### src/rtl/sim_status_port.sv
// Memory-mapped end-of-test device: pass/fail status, cycle counter and a console byte FIFO.
// Optional watchdog timeout is enabled by defining SIM_STATUS_WATCHDOG_EN.
module sim_status_port #(
    parameter logic [31:0] BASE_ADDR  = 32'h0000_F000,
    parameter int unsigned FIFO_DEPTH = 8,
    parameter int unsigned WDOG_LIMIT = 1000
) (
    input  logic        clk,
    input  logic        reset,
    input  logic        bus_we,
    input  logic        bus_re,
    input  logic [31:0] bus_addr,
    input  logic [31:0] bus_wdata,
    output logic [31:0] bus_rdata,
    output logic        bus_hit,
    output logic        done,
    output logic        pass,
    output logic [30:0] code,
    output logic        timeout,
    output logic        con_valid,
    output logic [7:0]  con_data,
    input  logic        con_ready
);

    localparam int unsigned PW = $clog2(FIFO_DEPTH);
    localparam int unsigned CW = PW + 1;

    typedef enum logic [1:0] {ST_RUN, ST_DONE, ST_TIMEOUT} state_t;

    state_t          state;
    logic [31:0]     cycle;
    logic [31:0]     overflow;
    logic [7:0]      mem [FIFO_DEPTH];
    logic [PW-1:0]   rd_ptr;
    logic [PW-1:0]   wr_ptr;
    logic [CW-1:0]   cnt;

    logic [1:0]      offset;
    logic            wr_hit;
    logic            rd_hit;
    logic            status_wr;
    logic            push_req;
    logic            ovf_clr;
    logic            full;
    logic            pop;
    logic            push;
    logic            drop;
    logic            expire;
    logic [CW-1:0]   cnt_n;
    logic [PW-1:0]   rd_ptr_n;
    logic [7:0]      head_n;
    logic [31:0]     rdata_c;

    // Address decode; the low two byte-address bits do not select anything.
    assign bus_hit   = (bus_addr[31:4] == BASE_ADDR[31:4]);
    assign offset    = bus_addr[3:2];
    assign wr_hit    = bus_we && bus_hit;
    assign rd_hit    = bus_re && bus_hit;
    assign status_wr = wr_hit && (offset == 2'd0) && bus_wdata[0];
    assign push_req  = wr_hit && (offset == 2'd1);
    assign ovf_clr   = wr_hit && (offset == 2'd3);

    logic unused_addr_bits;
    assign unused_addr_bits = ^bus_addr[1:0];

    // FIFO control: a pop in the same cycle frees the slot for a push into a full FIFO.
    assign full     = (cnt == CW'(FIFO_DEPTH));
    assign pop      = con_valid && con_ready;
    assign push     = push_req && (!full || pop);
    assign drop     = push_req && full && !pop;
    assign rd_ptr_n = pop ? rd_ptr + PW'(1) : rd_ptr;

    always_comb begin
        cnt_n = cnt;
        if (push && !pop) begin
            cnt_n = cnt + CW'(1);
        end else if (pop && !push) begin
            cnt_n = cnt - CW'(1);
        end
    end

    // Next head byte; bypasses the array when pushing into an empty FIFO.
    always_comb begin
        head_n = 8'h00;
        if (cnt_n != CW'(0)) begin
            if (push && (rd_ptr_n == wr_ptr)) begin
                head_n = bus_wdata[7:0];
            end else begin
                head_n = mem[rd_ptr_n];
            end
        end
    end

    // Read mux sees pre-write register values.
    always_comb begin
        rdata_c = 32'h0;
        case (offset)
            2'd0:    rdata_c = {code, done};
            2'd1:    rdata_c = {23'b0, full, 8'(cnt)};
            2'd2:    rdata_c = cycle;
            default: rdata_c = overflow;
        endcase
    end

`ifdef SIM_STATUS_WATCHDOG_EN
    logic [31:0] wdog;

    // Any hit write on the expiry cycle wins over the timeout.
    assign expire = (state == ST_RUN) && !wr_hit && (wdog == 32'(WDOG_LIMIT - 1));

    always_ff @(posedge clk) begin
        if (!reset) begin
            wdog <= 32'h0;
        end else if (wr_hit) begin
            wdog <= 32'h0;
        end else if (state == ST_RUN) begin
            wdog <= wdog + 32'd1;
        end
    end
`else
    logic unused_wdog_limit;
    assign unused_wdog_limit = ^32'(WDOG_LIMIT);
    assign expire = 1'b0;
`endif

    // Console storage is not reset; pointers and count define its contents.
    always_ff @(posedge clk) begin
        if (push) begin
            mem[wr_ptr] <= bus_wdata[7:0];
        end
    end

    always_ff @(posedge clk) begin
        if (!reset) begin
            state     <= ST_RUN;
            done      <= 1'b0;
            pass      <= 1'b0;
            code      <= 31'h0;
            timeout   <= 1'b0;
            bus_rdata <= 32'h0;
            cycle     <= 32'h0;
            overflow  <= 32'h0;
            rd_ptr    <= '0;
            wr_ptr    <= '0;
            cnt       <= '0;
            con_valid <= 1'b0;
            con_data  <= 8'h00;
        end else begin
            cnt       <= cnt_n;
            rd_ptr    <= rd_ptr_n;
            con_valid <= (cnt_n != CW'(0));
            con_data  <= head_n;
            if (push) begin
                wr_ptr <= wr_ptr + PW'(1);
            end

            if (rd_hit) begin
                bus_rdata <= rdata_c;
            end

            if (drop) begin
                if (overflow != 32'hFFFF_FFFF) begin
                    overflow <= overflow + 32'd1;
                end
            end else if (ovf_clr) begin
                overflow <= 32'h0;
            end

            if (state == ST_RUN) begin
                cycle <= cycle + 32'd1;
            end

            case (state)
                ST_RUN: begin
                    if (status_wr) begin
                        state <= ST_DONE;
                        done  <= 1'b1;
                        code  <= bus_wdata[31:1];
                        pass  <= (bus_wdata[31:1] == 31'h0);
                    end else if (expire) begin
                        state   <= ST_TIMEOUT;
                        done    <= 1'b1;
                        pass    <= 1'b0;
                        timeout <= 1'b1;
                        code    <= 31'h7FFF_FFFF;
                    end
                end
                default: begin
                    state <= state;
                end
            endcase
        end
    end

endmodule

### config.mk
export PLATFORM = sky130hd
export DESIGN_NAME = sim_status_port
export DESIGN_NICKNAME = d
export VERILOG_FILES = /design/src/rtl/sim_status_port.sv
export SDC_FILE = /design/constraint.sdc
export NUM_CORES = 1
export LEC_CHECK = 0
export ABC_AREA = 1
export CAP_MARGIN = 15
export CORE_MARGIN = 1
export CORE_UTILIZATION = 45
export DETAILED_ROUTE_END_ITERATION = 10
export PLACE_DENSITY = 0.71
export SLEW_MARGIN = 30
export SYNTH_ARGS = -nofsm -noshare
export SYNTH_HDL_FRONTEND = slang
export SYNTH_SLANG_ARGS = --single-unit
### constraint.sdc
create_clock -name clk -period 2.3 [get_ports clk]
set_clock_uncertainty 0.05 [all_clocks]
set_input_delay 0.46 -clock clk [delete_from_list [all_inputs] [get_ports clk]]
set_output_delay 0.46 -clock clk [all_outputs]
set_load 0.005 [all_outputs]
# Yosys cells after proc, flatten, opt, wreduce, memory -nomap -nowiden
# Memories as Yosys holds them, arrays and structs flattened. A register that Yosys moved wholly into a read port is not among the register bits.
# Cells that the tools add are included.
[classes]
mul = 0
reduce_logical = 25
shift = 0
n_eq_ne = 7
addsub = 6
mux = 9
div_mod_pow = 0
n_lt_le_gt_ge = 0
n_bitwise = 0
[ops]
columns = ["operator", "count"]
rows = [
  ["2-to-1 mux 32 bit", 3],
  ["one-hot mux 32 bit (3 select lines)", 1],
  ["adder 32 x 1 -> 32 bit, second input constant", 2],
  ["inequality test 32 bit, second input constant", 1],
  ["logical NOT 31 bit", 1],
  ["== test 28 x 12 -> 1 bit, second input constant", 1],
  ["logical AND 1 bit", 12],
  ["2-to-1 mux 4 bit", 2],
  ["adder 3 x 1 -> 3 bit, second input constant", 2],
  ["AND reduction 2 bit", 3],
  ["adder 4 x 1 -> 4 bit, second input constant", 1],
  ["== test 2 bit, second input constant", 2],
  ["== test 4 bit, second input constant", 1],
  ["logical NOT 1 bit", 4],
  ["logical NOT 2 bit", 2],
  ["nonzero test 4 bit", 1],
  ["subtractor 4 x 1 -> 4 bit, second input constant", 1],
  ["2-to-1 mux 3 bit", 1],
  ["== test 2 x 1 -> 1 bit, second input constant", 1],
  ["2-to-1 mux 1 bit", 2],
  ["inequality test 2 x 1 -> 1 bit, second input constant", 1],
  ["nonzero test 2 bit", 1],
  ["logical OR 1 bit", 1],
]
[word_totals]
regBits = 140
out_inout_bits = 76
rom_bits = 0
mem_count = 1
word_cells = 58
latch_bits = 0
input_bits = 69
ramBits = 64
[mem_list]
columns = ["name", "depth", "word_bits", "read_ports", "rd_clocked_by_memory_dff", "wr", "line", "source"]
rows = [
  ["mem", 8, 8, 1, 1, 1, "33", "logic [7:0] mem [FIFO_DEPTH];"],
]

# Logic depth before layout (Yosys ltp)
# Gate-level depths: netlist of run 1.
[logic_depth]
depth_word = 11
depth_mapped = 16
mapped_depth_nobuf = 16

# Least setup slack after synthesis of run 1
# OpenSTA, ideal clock, no wires.
[synth_path]
path_type = "input-to-reg"
start = "in bus_addr[27]"
end = "mem mem[2][0] (enable)"
path_buffers = 0
slack_ps = -129
setup_time_ps = 383
path_stages = 9
arrival_ps = 1995
path_cell_list = "nor2_1 > nand2_1 > nor2_1 > nand2_1 > nor2_2 > nand3_2 > nor2_2 > nand2_1 > nor3_1"
[synth_via]
elab_chain_len = 6
[synth_rtl]
columns = ["item", "line", "source"]
rows = [
  ["start: declaration", "12", "input logic [31:0] bus_addr,"],
  ["== test 28 x 12 -> 1 bit", "55", "assign bus_hit = (bus_addr[31:4] == BASE_ADDR[31:4]);"],
  ["via bus_hit", "15", "output logic bus_hit,"],
  ["logical AND 1 bit", "57", "assign wr_hit = bus_we && bus_hit;"],
  ["logical AND 1 bit", "60", "assign push_req = wr_hit && (offset == 2'd1);"],
  ["logical AND 1 bit", "69", "assign push = push_req && (!full || pop);"],
  ["2-to-1 mux 1 bit", "128", "if (push) begin"],
  ["2-to-1 mux 1 bit (implied by the code)", "129", "mem[wr_ptr] <= bus_wdata[7:0];"],
  ["end: declaration", "33", ""],
]
# The timed path passes the listed nets, and every way through them passes these cells.

# Worst setup path in the final report of run 1
[layout_path]
start = "reg overflow[0]"
end = "reg overflow[31]"
[layout_via]
elab_chain_len = 3
[layout_rtl]
columns = ["item", "line", "source"]
rows = [
  ["start: declaration", "32", "logic [31:0] overflow;"],
  ["start signal: assignment", "163", "overflow <= overflow + 32'd1;"],
  ["adder 32 x 1 -> 32 bit or inequality test 32 bit (tied branches)", "163, 162", ""],
  ["2-to-1 mux 32 bit or inequality test 2 x 1 -> 1 bit (tied branches)", "-", ""],
  ["2-to-1 mux 32 bit or AND reduction 2 bit (tied branches)", "-", ""],
]
# Parallel ways exist; a longest one is shown, timed or not. The select of a mux whose other input is x is not followed.
# A chain may end at the register's enable or synchronous reset.

==> reports/qor.log, run 1 <==
[clock_network] Clock Latency Late Sink 0.53 ns
[setup_path] CP arrival 2.59 ns
[job] maximum capacitance violations 0
[pwr] leakage power of the design 4.90 nW
[setup_path] type of element capturing the critical path flop
[logic_synthesis] top area cells in the synthesized netlist dfxtp_1, edfxtp_1, nor2_1
[timing] achievable clock frequency 0.446 GHz
[placement] half-perimeter wire length after detailed placement 23500 um
[logic_synthesis] synth cell count leaders nor2_1, nand2_1, dfxtp_1
[finish] fraction of final layout cells with drive strength greater than 1 0.155
[finish] number of nets in the finished design 1590
[placement] worst slack at placement -0.528 ns
[logic_synthesis] synthesized flop and latch total 212
[floorplanning] number of placed I/O pins 145
[logic_synthesis] net count of the mapped netlist 1346
[clock_network] TritonCTS clock tree built
[grt] wire length of the first global-routing pass 48000 um
[timing] worst hold margin 0.217 ns
[setup_path] classification of the worst setup path reg -> reg
[timing] Least-Margin Pin Slew 0.523 ns
[clock_network] Post-CTS Hold Buffers 0
[clock_network] clock root buffer clkbuf_16
[logic_synthesis] most used flip-flop cell after synthesis dfxtp_1
[grt] global-route total usage across every layer 0.273
[setup_path] cell class contributing the biggest share of worst-path delay simple AND/OR/NAND/NOR gates
[timing] final count of pins violating max slew 0
[logic_synthesis] most frequently used cell type in the post-synthesis netlist nor2_1
[clock_network] clock sink total 212
[placement] final RePlAce weighted congestion 0.950
[logic_synthesis] post-synthesis cell area 9990 um2
[drt] remaining antenna violation count after routing 0
[timing] final total negative setup slack 0 ns
[drt] number of iterations in the first detailed-routing pass 7
[setup_path] CP required 2.65 ns
[drt] Wirelength per Cell 17.5 um
[timing] final cycle utilization of the critical path 0.974
[finish] Design Area, Final 13500 um2
[drt] ratio of routed vias to standard cells 5.45
[floorplanning] core region area 21800 um2
[placement] count of input and output buffers 141
[drt] detailed-route via count 9868
[drt] Post-route DRC 0
[logic_synthesis] share of async-settable or async-resettable flops after synthesis 0
[logic_synthesis] part of the Yosys area used for sequential elements 0.489
[floorplanning] starting utilization of the core area 0.458
[pwr] peak supply drop 0.483 mV
[placement] Post-Place Cell Area 12500 um2
[floorplanning] Die X 151 um
[logic_synthesis] total number of yosys warnings 0
[logic_synthesis] per-instance average area after synthesis 7.86 um2
[floorplanning] area enclosed by the die boundary 22800 um2
[logic_synthesis] Netlist cell types 43
[grt] pin count of the biggest net entering global routing 65
[clock_network] clock transition at the registers of the reported paths 0.07 ns
[grt] initial antenna violation count 0
[logic_synthesis] area share of the leading cell type in the synthesized netlist 0.297
[logic_synthesis] area leader, netlist dfxtp_1
[floorplanning] Placement Rows 54
[timing] Slew HR 0.651
[setup_path] crit-path max cell delay 0.36 ns
[finish] antenna diode count 0
[placement] placed cell count 1757
[timing] RSZ-0062 raised after global routing yes
[finish] relative area change from synthesis to final layout 35.0%
[clock_network] H-tree levels 1
[timing] least setup slack across all paths after layout 0.0590 ns
[min_path] HP Class in -> reg
[setup_path] Buf+Inv Stages, Crit Path 0
[logic_synthesis] number of instances in the synthesized netlist 1271
[logic_synthesis] number of flops mapped to enable cells by yosys 64
[grt] vias in the first global route 9300
[pwr] Cell Pwr Density 611 nW/um2
[clock_network] number of CTS-inserted buffers 23
[timing] final setup violation count 0
[setup_path] type of origin of the critical path flop
[floorplanning] Die Y 151 um
[setup_path] Crit Path Max Fanout 8
[drt] Final Routed Wirelength 31600 um
[outcome] outcome finished, final reports clean
[setup_path] Max stage delay cell, worst path dfxtp_2
[grt] sum of overflow across all layers after global routing 0
[clock_network] buffers from clock root to sink, at most 3
[finish] final std cells w/o fill 1812
[timing] Hold Vio Cnt, Final 0
[timing] minimum clock period 2.24 ns
[drt] number of design-rule violations left by the first detailed-router iteration 815
[setup_path] crit path cell chain ha_4, nand3_4, nor3_4, nand4_1, nor2_2, nand3_2, nor2_4, nand2_4, nand2_8, nand2_2, nand2_1, a21oi_2
## per-stage QoR
stage	util	power [W]
after floorplan	-	0.00432
after global placement	0.571	0.00474
after detailed placement	0.571	0.00474
after CTS	0.605	0.00821
after global routing	0.618	0.00851
final	0.618	0.00824
## what timing repair did
item | in CTS | in global routing
pin swaps | 3 | 21
endpoints found under the setup margin | 15 | 77
setup buffers | 2 | 8
gates cloned | 0 | 3
resized for setup | 4 | 56
## placed cells by master (no fill, tap or decap), drive strengths merged, types with 45 or more instances in the layout
cell type	instances
nand2	173
o21ai	99
clkdlybuf4s50	137
dfxtp	148
nand3	62
buf	130
inv	147
o22ai	45
nor2	194
a21oi	124
edfxtp	64
## cell families after synthesis
kind of cell | count (synthesis) | share of synthesized area
compound gates | 307 | 0.170
xor+xnor | 27 | 0.0244
fa+ha+maj | 6 | 0.00752
buf+inv | 202 | 0.0797
flops | 212 | 0.489
other cells | 1 | 0.000376
simple gates | 516 | 0.229
## state kept, by name (all words and copies together) (netlist names)
register,flops
state,1
bus_rdata,32
con_data,8
mem,64
wr_ptr,3
rd_ptr,3
overflow,32
code,31
cycle,32
cnt,4
con_valid,1
pass,1
## routing by layer
metal | wire length [um] | part of all wire | vias to the layer above | global-route usage
li1 | - | - | 4812 | -
met1 | 13100 | 0.42 | 4566 | 0.347
met2 | 14800 | 0.47 | 398 | 0.460
met3 | 2190 | 0.069 | 92 | 0.0346
met4 | 1470 | 0.046 | 0 | 0.130
met5 | 0 | 0 | - | 0
## tightest hold or removal path: stages
cell and delay [ns]:
buf_2 0.17, nand2_1 0.09, nor2_1 0.03
## area by class of cell
type,count,area (um2)
timing repair buffer,271,2470
sequential,212,4890
clock inverter,12,80.1
fill,1935,8340
multi-input combinational,859,4500
tap,280,350
clock buffer,30,633
inverter,148,562
## power breakdown
part	leakage, nW	total (W)	switching [W]	internal, W
Sequential	1.77	0.00394	0.0000330	0.00390
Clock	0.346	0.00351	0.00155	0.00196
Combinational	2.78	0.000787	0.000419	0.000368
## path summary, 6_finish.rpt
path | cells past startpoint | slack (ns) | startpoint | to
max | 12 | 0.06 | overflow[0]$_SDFFE_PN0P_ | overflow[31]$_SDFFE_PN0P_
min | 3 | 0.22 | reset | overflow[25]$_SDFFE_PN0P_
max reg2reg | 12 | 0.06 | overflow[0]$_SDFFE_PN0P_ | overflow[31]$_SDFFE_PN0P_
min reg2reg | 2 | 0.43 | cycle[31]$_SDFFE_PN0N_ | cycle[31]$_SDFFE_PN0N_
(Power assumes the default switching activity.)
==> run 2, diff against run 1 <==
--- a/config.mk
+++ b/config.mk
@@ -10,7 +10,8 @@
 export CORE_MARGIN = 1
 export CORE_UTILIZATION = 45
 export DETAILED_ROUTE_END_ITERATION = 10
-export PLACE_DENSITY = 0.71
+export PLACE_DENSITY = 0.68
+export SKIP_LAST_GASP = 1
 export SLEW_MARGIN = 30
 export SYNTH_ARGS = -nofsm -noshare
 export SYNTH_HDL_FRONTEND = slang
==> constraint.sdc (replaced) <==
create_clock -name clk -period 2.2 [get_ports clk]
set_clock_uncertainty 0.05 [all_clocks]
set_input_delay 0.44 -clock clk [delete_from_list [all_inputs] [get_ports clk]]
set_output_delay 0.44 -clock clk [all_outputs]
set_load 0.005 [all_outputs]
==> run 2 against run 1 <==
  * Core utilization increased by 2.6 points
  * Global-route usage increased by 2.0 points
  * Non-clock buffer count increased by 32
  * Clock-buffer cell count increased by 5
  * Critical endpoint is now overflow[10]$_SDFFE_PN0P_
  * Clock power increased by 20%
  * Worst setup slack got worse by 0.030 ns
  * Via count increased by 2.1%
  * Combinational power increased by 6.1%
  * Largest cell class unchanged
  * First-iteration DRC count decreased by 12%
  * Maximum frequency increased by 3.2%
  * Design area increased by 4.3%
  * Sequential power increased by 4%
==> reports/qor.log, run 2 (same netlist as run 1, synthesis figures left out) <==
[finish] flip-flop count of the largest register, all copies and words added 64 [unchanged]
[finish] relative area change from synthesis to final layout 40.7%
[finish] commonest non-fill, non-tap cell in the layout nor2_1
[drt] number of design-rule violations left by the first detailed-router iteration 715 [-12%]
[timing] Least-Margin Pin Slew 0.545 ns [+0.0223 ns]
[drt] ratio of routed vias to standard cells 5.46 [+0.23%]
[finish] final std cells w/o fill 1846 [+1.9%]
[grt] wire length of the first global-routing pass 50900 um [+6.1%]
[timing] Hold Vio Cnt, Final 0 [unchanged]
[placement] count of input and output buffers 141 [unchanged]
[drt] Wirelength per Cell 18.0 um [+3.3%]
[timing] RSZ-0062 raised after global routing yes
[drt] Post-route DRC 0 [unchanged]
[timing] final count of pins violating max slew 0 [unchanged]
[floorplanning] number of placed I/O pins 145 [unchanged]
[timing] minimum clock period 2.17 ns [-0.0695 ns]
[floorplanning] core region area 21800 um2 [unchanged]
[placement] final RePlAce weighted congestion 0.925 [-2.7%]
[setup_path] CP arrival 2.57 ns [-0.02 ns]
[clock_network] TritonCTS clock tree built
[job] maximum capacitance violations 0 [unchanged]
[grt] vias in the first global route 9531 [+2.5%]
[finish] fraction of final layout cells with drive strength greater than 1 0.190 [+0.0349]
[timing] Slew HR 0.636 [-0.0154]
[timing] final setup violation count 0 [unchanged]
[drt] Final Routed Wirelength 33300 um [+5.2%]
[placement] half-perimeter wire length after detailed placement 24800 um [+5.4%]
[grt] busiest layer in global routing met2
[drt] number of iterations in the first detailed-routing pass 5 [-2]
[clock_network] Post-CTS Hold Buffers 0 [unchanged]
[grt] global-route total usage across every layer 0.293 [+0.0197]
[setup_path] classification of the worst setup path reg -> reg
[clock_network] number of CTS-inserted buffers 24 [+4.3%]
[drt] detailed-route via count 10100 [+2.1%]
[clock_network] clock root buffer clkbuf_16
[clock_network] buffers from clock root to sink, at most 3 [unchanged]
[finish] Layout Utilization 0.644 [+0.0263]
[pwr] Cell Pwr Density 652 nW/um2 [+6.7%]
[floorplanning] starting utilization of the core area 0.458 [unchanged]
[setup_path] Crit Path Max Fanout 7 [-1]
[floorplanning] Placement Rows 54 [unchanged]
[finish] antenna diode count 0 [unchanged]
[clock_network] Clock Latency Late Sink 0.53 ns [about the same]
[outcome] outcome finished, final reports clean
[grt] pin count of the biggest net entering global routing 65 [unchanged]
[drt] remaining antenna violation count after routing 0 [unchanged]
[clock_network] clock sink total 212 [unchanged]
[floorplanning] Die Y 151 um [unchanged]
[placement] worst slack at placement -0.553 ns [-0.0245 ns]
[grt] sum of overflow across all layers after global routing 0 [unchanged]
[setup_path] type of origin of the critical path flop
[min_path] HP Class in -> reg
[timing] least setup slack across all paths after layout 0.0286 ns [-0.0305 ns]
[setup_path] CP required 2.60 ns [-0.05 ns]
[pwr] total power draw 0.00916 W [+11%]
[grt] initial antenna violation count 0 [unchanged]
[pwr] peak supply drop 0.488 mV [+1.1%]
[grt] met2 demand-to-capacity share in global routing 0.505 [+0.0445]
[timing] achievable clock frequency 0.461 GHz [+3.2%]
[finish] most flop-heavy register mem
[floorplanning] area enclosed by the die boundary 22800 um2 [unchanged]
[placement] placed cell count 1789 [+1.8%]
[setup_path] type of element capturing the critical path flop
[timing] final cycle utilization of the critical path 0.987 [+0.0127]
[finish] commonest cells after routing, fill and taps aside nor2_1, nand2_1, buf_4, dfxtp_1, inv_1
[clock_network] clock transition at the registers of the reported paths 0.06 ns [about the same]
[grt] met3 track utilization from global routing 0.0377 [+0.00301]
[finish] number of nets in the finished design 1623 [+2.1%]
[floorplanning] Die X 151 um [unchanged]
[clock_network] H-tree levels 1 [unchanged]
[pwr] leakage power of the design 5.30 nW [+8.3%]
[grt] grt met1 use 0.368 [+0.0208]
-- run 2: worst paths after layout --
kind                            startpoint                   endpoint  slack, ns  depth (start not counted)
setup / recovery  overflow[1]$_SDFFE_PN0P_  overflow[10]$_SDFFE_PN0P_       0.03                         12
hold / removal                       reset  overflow[25]$_SDFFE_PN0P_       0.39                          4
setup reg to reg  overflow[1]$_SDFFE_PN0P_  overflow[10]$_SDFFE_PN0P_       0.03                         12
hold reg to reg       code[8]$_SDFFE_PN0P_       code[8]$_SDFFE_PN0P_       0.42                          2
-- run 2: stage by stage --
step | instance area, um2 | TNS [ns] | hold WS (ns)
after floorplan | 9990 | -12.37 | 0.389
after global placement | 12800 | -58.99 | 0.403
after detailed placement | 12800 | -63.52 | 0.408
after CTS | 13700 | 0 | 0.367
after global routing | 14100 | -0.519 | 0.385
final | 14100 | 0 | 0.388
-- run 2: power by group --
part	switching [W]	leakage, nW	internal [W]
logic	0.000451	3.12	0.000384
clock network	0.00164	0.415	0.00258
registers	0.0000267	1.77	0.00408
total	0.00212	5.30	0.00704
-- run 2: layout make-up --
type	instances	area [um2]
clock inverters	9	100
well taps	280	350
flip-flops and latches	212	4890
clock buffers	35	744
repair buffers	303	2820
fillers	1833	7770
inverters	148	566
multi-input cells	859	4590
-- run 2: worst max-delay path, stage by stage (launching register included) --
cell     delay [ns]
dfxtp_2        0.35
ha_4           0.14
nand3_2        0.10
nor3_4         0.18
nand4_1        0.17
nor2_2         0.20
nand3_2        0.13
nor2_4         0.17
nand2_4        0.10
nand2_8        0.13
buf_4          0.14
nand3_1        0.08
a21oi_2        0.14
-- run 2: routing by layer --
metal  up-vias  wire [um]  part of all wire
met5         -          0                 0
met4         0       1330             0.040
met3        81       2320             0.070
met2       418      16000              0.48
met1      4704      13700              0.41
li1       4873          -                 -
-- run 2: timing repair --
item | in CTS | in global routing
gates resized for setup | 14 | 90
gates cloned | 1 | 1
endpoints found under the setup margin | 40 | 111
buffers inserted | 2 | 9
pin swaps | 4 | 36
